## src/rtl/seq_scan_ctrl_pkg.sv

```systemverilog
// Shared definitions for the sequence scan controller and its pattern detector.
package seq_scan_ctrl_pkg;

   typedef enum logic [1:0] {
      IDLE   = 2'd0,
      SHIFT  = 2'd1,
      REPORT = 2'd2
   } stateT;

   localparam int PATTERN_W = 4;
   localparam int HIST_W    = PATTERN_W - 1;
   localparam int FILL_W    = $clog2(HIST_W + 1);

   localparam logic [PATTERN_W-1:0] RESET_PATTERN = 4'b1011;

endpackage

```

## src/rtl/seq_detector_cfg.sv

```systemverilog
// Overlapping 4-bit sequence detector with loadable pattern and persistent bit history.
// Z is Mealy: it reflects the bit presented this cycle against the stored history.
module seq_detector_cfg
   import seq_scan_ctrl_pkg::*;
(
   input  logic                 clk,
   input  logic                 rst,
   input  logic                 cfgLoad,
   input  logic [PATTERN_W-1:0] cfgPattern,
   input  logic                 bitValid,
   input  logic                 bitIn,
   output logic                 z
);

   logic [PATTERN_W-1:0] pattern;
   logic [HIST_W-1:0]    history;    // newest bit at [0], oldest at [HIST_W-1]
   logic [FILL_W-1:0]    fillCnt;
   logic                 histFull;

   assign histFull = (fillCnt == FILL_W'(HIST_W));
   assign z        = bitValid && histFull && ({history, bitIn} == pattern);

   // NOTE: sequential state uses non-blocking assignments so every register
   // samples the pre-edge values of its neighbours.
   always_ff @(posedge clk or negedge rst) begin
      if (!rst) begin
         pattern <= RESET_PATTERN;
         history <= '0;
         fillCnt <= '0;
      end else if (cfgLoad) begin
         pattern <= cfgPattern;
         history <= '0;
         fillCnt <= '0;
      end else if (bitValid) begin
         history <= {history[HIST_W-2:0], bitIn};
         if (!histFull) begin
            fillCnt <= fillCnt + FILL_W'(1);
         end
      end
   end

endmodule

```

## src/rtl/seq_scan_ctrl.sv

```systemverilog
// Word-serial scan controller: accepts a word, shifts it MSB-first through the
// pattern detector, then holds the saturating match count until consumed.
module seq_scan_ctrl
   import seq_scan_ctrl_pkg::*;
#(
   parameter int WORD_W = 8,
   parameter int CNT_W  = 8
) (
   input  logic                 clk,
   input  logic                 rst,
   input  logic                 cfg_we,
   input  logic [PATTERN_W-1:0] cfg_pattern,
   input  logic                 in_valid,
   input  logic [WORD_W-1:0]    in_word,
   output logic                 in_ready,
   output logic                 out_valid,
   output logic [CNT_W-1:0]     out_count,
   input  logic                 out_ready,
   output logic                 busy,
   output logic                 Z
);

   localparam int                IDX_W    = $clog2(WORD_W);
   localparam logic [IDX_W-1:0]  LAST_IDX = IDX_W'(WORD_W - 1);
   localparam logic [CNT_W-1:0]  CNT_MAX  = '1;

   stateT             state;
   stateT             stateNext;
   logic [WORD_W-1:0] wordReg;
   logic [IDX_W-1:0]  bitIdx;
   logic [CNT_W-1:0]  matchCnt;
   logic              shiftEn;
   logic              accept;
   logic              cfgLoad;
   logic              detZ;

   always_ff @(posedge clk or negedge rst) begin
      if (!rst) begin
         state <= IDLE;
      end else begin
         state <= stateNext;
      end
   end

   // NOTE: every output of this block gets a default first, so no path can
   // leave a signal unassigned and infer a latch.
   always_comb begin
      stateNext = state;
      in_ready  = 1'b0;
      out_valid = 1'b0;
      busy      = 1'b0;
      shiftEn   = 1'b0;
      case (state)
         IDLE: begin
            in_ready = 1'b1;
            if (in_valid) begin
               stateNext = SHIFT;
            end
         end
         SHIFT: begin
            busy    = 1'b1;
            shiftEn = 1'b1;
            if (bitIdx == LAST_IDX) begin
               stateNext = REPORT;
            end
         end
         REPORT: begin
            busy      = 1'b1;
            out_valid = 1'b1;
            if (out_ready) begin
               stateNext = IDLE;
            end
         end
         default: stateNext = IDLE;
      endcase
   end

   // Pattern writes are only honoured while idle; a write alongside an accepted
   // word therefore takes effect before the word's first bit.
   assign accept  = in_ready && in_valid;
   assign cfgLoad = in_ready && cfg_we;

   always_ff @(posedge clk or negedge rst) begin
      if (!rst) begin
         wordReg  <= '0;
         bitIdx   <= '0;
         matchCnt <= '0;
      end else if (accept) begin
         wordReg  <= in_word;
         bitIdx   <= '0;
         matchCnt <= '0;
      end else if (shiftEn) begin
         wordReg <= {wordReg[WORD_W-2:0], 1'b0};
         bitIdx  <= bitIdx + IDX_W'(1);
         if (detZ && (matchCnt != CNT_MAX)) begin
            matchCnt <= matchCnt + CNT_W'(1);
         end
      end
   end

   seq_detector_cfg uDetector (
      .clk        (clk),
      .rst        (rst),
      .cfgLoad    (cfgLoad),
      .cfgPattern (cfg_pattern),
      .bitValid   (shiftEn),
      .bitIn      (wordReg[WORD_W-1]),
      .z          (detZ)
   );

   assign out_count = matchCnt;
   assign Z         = detZ;

endmodule

```

## config.mk

```make
export PLATFORM = sky130hd
export DESIGN_NAME = seq_scan_ctrl
export DESIGN_NICKNAME = d
export VERILOG_FILES = /design/src/rtl/seq_scan_ctrl_pkg.sv /design/src/rtl/seq_detector_cfg.sv /design/src/rtl/seq_scan_ctrl.sv
export SDC_FILE = /design/constraint.sdc
export NUM_CORES = 1
export LEC_CHECK = 0
export BUFFER_PORTS_ARGS = -buffer_cell sky130_fd_sc_hd__buf_2
export CAP_MARGIN = 40
export CORE_ASPECT_RATIO = 0.75
export CORE_UTILIZATION = 40
export CTS_BUF_LIST = sky130_fd_sc_hd__clkbuf_4
export CTS_CLUSTER_DIAMETER = 120
export DETAILED_ROUTE_END_ITERATION = 8
export PLACE_DENSITY_LB_ADDON = 0.12
export SYNTH_ARGS = -nofsm -noshare
export SYNTH_HDL_FRONTEND = slang
export SYNTH_SLANG_ARGS = --single-unit
```

## constraint.sdc

```tcl
create_clock -name clk -period 1.6 [get_ports clk]
set_input_delay 0 -clock clk [delete_from_list [all_inputs] [get_ports clk]]
set_output_delay 0 -clock clk [all_outputs]
set_load 0.02 [all_outputs]
```

# After elaboration in Yosys (flattened, before gate mapping)
# Index checks and enable logic that the tools add are counted.
classes:
  addsub: 3
  n_eq_ne: 10
  n_mux: 20
  reduce_logical: 13
ops:
  columns: ["cell", "n"]
  rows:
  - ["two-way mux 8 bit", 5]
  - ["two-way mux 2 bit", 6]
  - ["two-way mux 3 bit", 4]
  - ["adder 8 x 1 -> 8 bit (second input constant)", 1]
  - ["inequality test 2 bit (second input constant)", 4]
  - ["inequality test 8 bit (second input constant)", 1]
  - ["one-hot mux 2 bit (3 select lines)", 1]
  - ["nonzero test 2 bit", 3]
  - ["logical AND 1 bit", 5]
  - ["equality test 2 bit (second input constant)", 2]
  - ["equality test 4 bit", 1]
  - ["two-way mux 1 bit", 4]
  - ["AND reduction 2 bit", 2]
  - ["adder 3 x 1 -> 3 bit (second input constant)", 1]
  - ["equality test 3 bit (second input constant)", 1]
  - ["AND reduction 3 bit", 1]
  - ["adder 2 x 1 -> 2 bit (second input constant)", 1]
  - ["equality test 2 x 1 -> 1 bit (second input constant)", 1]
  - ["logical NOT 2 bit", 1]
  - ["OR reduction 2 bit", 1]
totals:
  register_bits: 30
  out_inout_bits: 12

# Logic depth before layout (Yosys ltp)
depth:
  depth_word: 8
  ltp_mapped: 7
  ltp_nobuf: 6

# Modules after synthesis
# From an unflattened synthesis, not the netlist that was laid out.
unflattened:
  cells_unflattened: 150
  hier_area_um2: 1560.2
by_module_without_submodules:
  columns: ["mod", "instances", "cells_each", "area_each_um2", "seq_area_each_um2"]
  rows:
  - ["seq_scan_ctrl", 1, 112, 1131.1, 525.5]
  - ["seq_detector_cfg", 1, 38, 429.2, 229.0]

# Least setup slack after synthesis
# No wires, ideal clock.
synth_path:
  path_type: "register -> register"
  start: "register matchCnt[0], in the netlist out_count[0]"
  end: "register matchCnt[5], in the netlist out_count[5]"
  setup_time_ns: 0.078
  t_arrival_ns: 1.735
  t_required_ns: 1.522
  setup_slack_ns: -0.213
  path_stages_with_launch: 7
  cell_sequence: "dfrtp_1 ha_1 nand3_1 o2111ai_2 buf_6 or4_1 a21oi_1"
synth_via:
  elab_chain_cells: 4
  word_cells_on_any_way: 8
  cone_classes: "add/sub: 1; eq/ne: 1; mux: 3; reduce/logical: 3"
synth_lines:
  columns: ["item", "line", "text"]
  rows:
  - ["start: declaration", "seq_scan_ctrl.sv:31", "logic [CNT_W-1:0] matchCnt;"]
  - ["start signal: assignment", "seq_scan_ctrl.sv:96", "matchCnt <= matchCnt + CNT_W'(1);"]
  - ["adder 8 x 1 -> 8 bit / inequality test 8 bit (equally long branches)", "seq_scan_ctrl.sv:96, seq_scan_ctrl.sv:95", null]
  - ["two-way mux 8 bit / logical AND 1 bit (equally long branches)", "seq_scan_ctrl.sv:95", "if (detZ && (matchCnt != CNT_MAX)) begin"]
  - ["two-way mux 8 bit / nonzero test 2 bit (equally long branches)", null, null]
  - ["two-way mux 8 bit / AND reduction 2 bit (equally long branches)", null, null]
# Parallel ways exist; a longest one is shown, timed or not. The select of a mux whose other input is x is not followed.
# A chain may end at the register's enable or synchronous reset.

# Worst setup path in the final report
layout_path:
  start: "register uDetector.pattern[0]"
  end: "register matchCnt[5], in the netlist out_count[5]"
layout_via:
  elab_chain_cells: 5
layout_lines:
  columns: ["item", "line", "text"]
  rows:
  - ["start: declaration", "seq_detector_cfg.sv:15", "logic [PATTERN_W-1:0] pattern;"]
  - ["start signal: assignment", "seq_detector_cfg.sv:31", "pattern <= cfgPattern;"]
  - ["equality test 4 bit", "seq_detector_cfg.sv:21", "assign z = bitValid && histFull && ({history, bitIn} == pattern);"]
  - ["logical AND 1 bit", "seq_detector_cfg.sv:21", null]
  - ["logical AND 1 bit", "seq_scan_ctrl.sv:95", null]
  - ["nonzero test 2 bit (no line)", null, null]
  - ["AND reduction 2 bit (no line)", null, null]
# No other way between the ends.

==> out/results.txt <==
Status: complete, but fails checks
Failing checks: negative setup slack
Die height: 56.4 um
Switch share: 35.4%
Fmax: 0.596 GHz
Util after Layout: 65.2%
Distinct cell type count after synthesis: 32
Maxcap violations: 0
CTS tree: yes
Part of the Yosys area used for sequential elements: 47.8%
Initial DRC count: 48
Antenna Cells: 0
Crit start category: flip-flop
Total CTS buffers: 5
Die width: 74.6 um
DR vias: 1406
Core area: 0.00371 mm2
Max clock buf depth: 2
Clock network power share: 18.5%
DIE AREA: 0.00421 mm2
Cell Rows: 19
Antenna violations before repair: 0
Top_reg_cell synth: dfrtp_1
Initial Util: 42.6%
Placed Cells: 246
GRT overflow: 0
Share of layout cells above drive strength 1: 47.8%
CTS clk-pin slew, worst paths: 0.11 ns
Final worst-path cycle share: 105%
Final Max Slew Viols: 0
Vias in the first global route: 1397
Hold Slack: 0.133 ns
Asr flop ratio synth: 100%
Pwr Total: 4.08 mW
Post-Synthesis Cells: 150
Tmin final: 1.68 ns
Syn Std Cell Area: 0.00158 mm2
Synth-to-Final Area Change: 53.1%
Area share of the largest cell type after synthesis: 42.8%
Pre-CTS setup slack: -0.190 ns
Htree depth: 2
Yosys reg bits: 30
Yosys top cell by area: dfrtp_1
Filler cells: 312
Switching power: 1.45 mW
VDD IR max: 1.00 mV
Layout Cells excl Fill: 276
Combinational fraction of design power: 50.1%
Synthesized Nets: 175
Sequential power share: 31.4%
Final setup violation count: 9
First-pass GRT wire length: 6390 um
Synth area leaders: dfrtp_1 43%, mux2i_1 8.9%, ha_1 6.3%
Ys Warns: 0
RSZ-0062 raised after global routing: yes
Drt pass-1 iters: 4
CTS Root Cell: clkbuf_4
Hold Vio Cnt, Final: 0
Skew final: 0.0107 ns
Most frequent cell after synthesis: dfrtp_1
Leakage: 1.09 nW
Critical Path RT: 1.85 ns
Overall routed net length: 4020 um
CP Class: flip-flop to flip-flop
Hold Path Class: input pin to flip-flop
DP HPWL: 2570 um
Clock latency on the worst-skew pair: 0.33 ns
ANT nets after route: 0
CP Capture Type: flip-flop
GRT Overall Usage: 20.6%
Routed len/inst: 14.6 um
Clk sink count: 30
Synth Area per Inst: 10.5 um2
Crit path DAT: 1.93 ns
Max FO, Critical Path: 11
Pin count of the biggest net entering global routing: 31
EDFF count, synth: 0
Post-synth top cells: 27 x dfrtp_1, 15 x nand2_1, 14 x mux2i_1, 9 x nor2_1, 9 x o21ai_0
Final WS setup: -0.0766 ns
PD cells: 1690 mW/mm2
Gp weighted congestion: 0.730
Io pins: 29
Slew margin rel.: 55.1%
Worst-Margin Slew: 0.673 ns
Via density: 5.09
Nets@finish: 248
P_int: 2.64 mW
DRC errors left: 0
Port bufs: 28
==> state kept, by name (all words and copies together) (netlist names) <==
| name | flops |
|---|---|
| wordReg | 8 |
| state | 2 |
| out_count | 8 |
| bitIdx | 3 |
| uDetector.fillCnt | 2 |
| uDetector.history | 3 |
| uDetector.pattern | 4 |
==> cell families (layout without fill, tap and decap cells) <==
| group | after synthesis | after routing | synth area share [%] |
|---|---|---|---|
| AND/OR/NAND/NOR | 47 | 47 | 14.9 |
| flip-flops | 30 | 30 | 47.8 |
| AO/OA/AOI/OAI | 25 | 26 | 10.3 |
| multiplexers | 20 | 20 | 13.2 |
| buffers and inverters | 15 | 88 | 4.28 |
| adder cells (fa/ha/maj) | 8 | 8 | 6.34 |
| XOR/XNOR | 5 | 5 | 3.25 |
==> timing repair <==
| item | 4_1_cts | 5_1_grt |
|---|---|---|
| resized for setup | 16 | 16 |
| setup buffers | 1 | 7 |
| hold buffers | 13 | 0 |
| setup endpoints to repair | 9 | 9 |
| pin swaps | 3 | 9 |
| cloned | 0 | 1 |
| endpoints found under the hold margin | 39 | 0 |
==> per-stage QoR <==
| step | area, um2 | setup TNS (ns) |
|---|---|---|
| 3_3_place_gp | 1960 | -0.388 |
| 2_1_floorplan | 1620 | -0.0369 |
| 5_1_grt | 2420 | -1.00 |
| 4_1_cts | 2290 | -0.546 |
| 6_report | 2420 | -0.406 |
| 3_5_place_dp | 1960 | -0.820 |
==> worst paths after layout <==
| kind | cells past startpoint | to | slack [ns] | startpoint |
|---|---|---|---|---|
| min in group asynchronous | 2 | state[0] | 0.24 | rst |
| max in group asynchronous | 2 | out_count[1] | 0.89 | rst |
| worst min register to register | 2 | wordReg[0] | 0.54 | wordReg[0] |
| worst max-delay path | 5 | out_count[5] | -0.08 | uDetector.pattern[0] |
| worst max register to register | 5 | out_count[5] | -0.08 | uDetector.pattern[0] |
| worst min-delay path | 4 | out_count[6] | 0.13 | in_valid |
==> routing by layer <==
metal / track usage [%] / routed length (um) / vias to the layer above
li1: - / - / 684
met1: 24.8 / 1710 / 677
met2: 35.0 / 2070 / 34
met3: 5.39 / 164 / 11
met4: 7.82 / 78 / 0
met5: 0 / 0 / -
==> final cells by class <==
| class | instances | area (um2) | share of cell area [%] |
|---|---|---|---|
| flip-flops and latches | 30 | 758 | 31.4 |
| inverters | 7 | 28.8 | 1.19 |
| repair buffers | 73 | 533 | 22.0 |
| clock buffers | 5 | 37.5 | 1.55 |
| multi-input cells | 106 | 931 | 38.5 |
| clock inverters | 3 | 63.8 | 2.64 |
| well taps | 52 | 65.1 | 2.69 |
==> cells in the final DEF (no fill, tap or decap), types with 2 or more instances in the layout <==
master / synthesis / layout
a21oi_1: 7 / 3
a21oi_2: 0 / 4
and2_1: 2 / 2
buf_2: 3 / 27
buf_4: 0 / 30
buf_6: 1 / 2
bufinv_16: 0 / 2
clkbuf_4: 0 / 5
dfrtp_1: 27 / 24
dfrtp_2: 0 / 3
dfstp_2: 3 / 3
dlygate4sd3_1: 0 / 13
ha_2: 0 / 3
ha_4: 0 / 4
inv_1: 7 / 4
inv_2: 0 / 2
mux2_2: 6 / 4
mux2_4: 0 / 2
mux2i_1: 14 / 14
nand2_1: 15 / 15
nand2b_1: 2 / 2
nand3_1: 7 / 6
nand4_1: 2 / 2
nor2_1: 9 / 7
o21ai_0: 9 / 9
o31ai_1: 4 / 3
or4_1: 4 / 3
xnor2_2: 1 / 3
==> power by group through the flow <==
stage | clock, mW | combinational [mW] | sequential [mW]
CTS | 0.776 | 1.74 | 1.26
floorplan | 0 | 1.09 | 1.21
finish | 0.757 | 2.05 | 1.28
detailed placement | 0 | 1.54 | 1.24
global placement | 0 | 1.49 | 1.22
global route | 0.803 | 2.22 | 1.32
==> worst max-delay path, stage by stage (launching register included) <==
cell and delay, ns:
dfstp_2 0.57, xnor2_2 0.12, nand3_1 0.10, buf_6 0.15
or4_4 0.51, a21oi_2 0.14
Power figures use the tool's default switching activity.
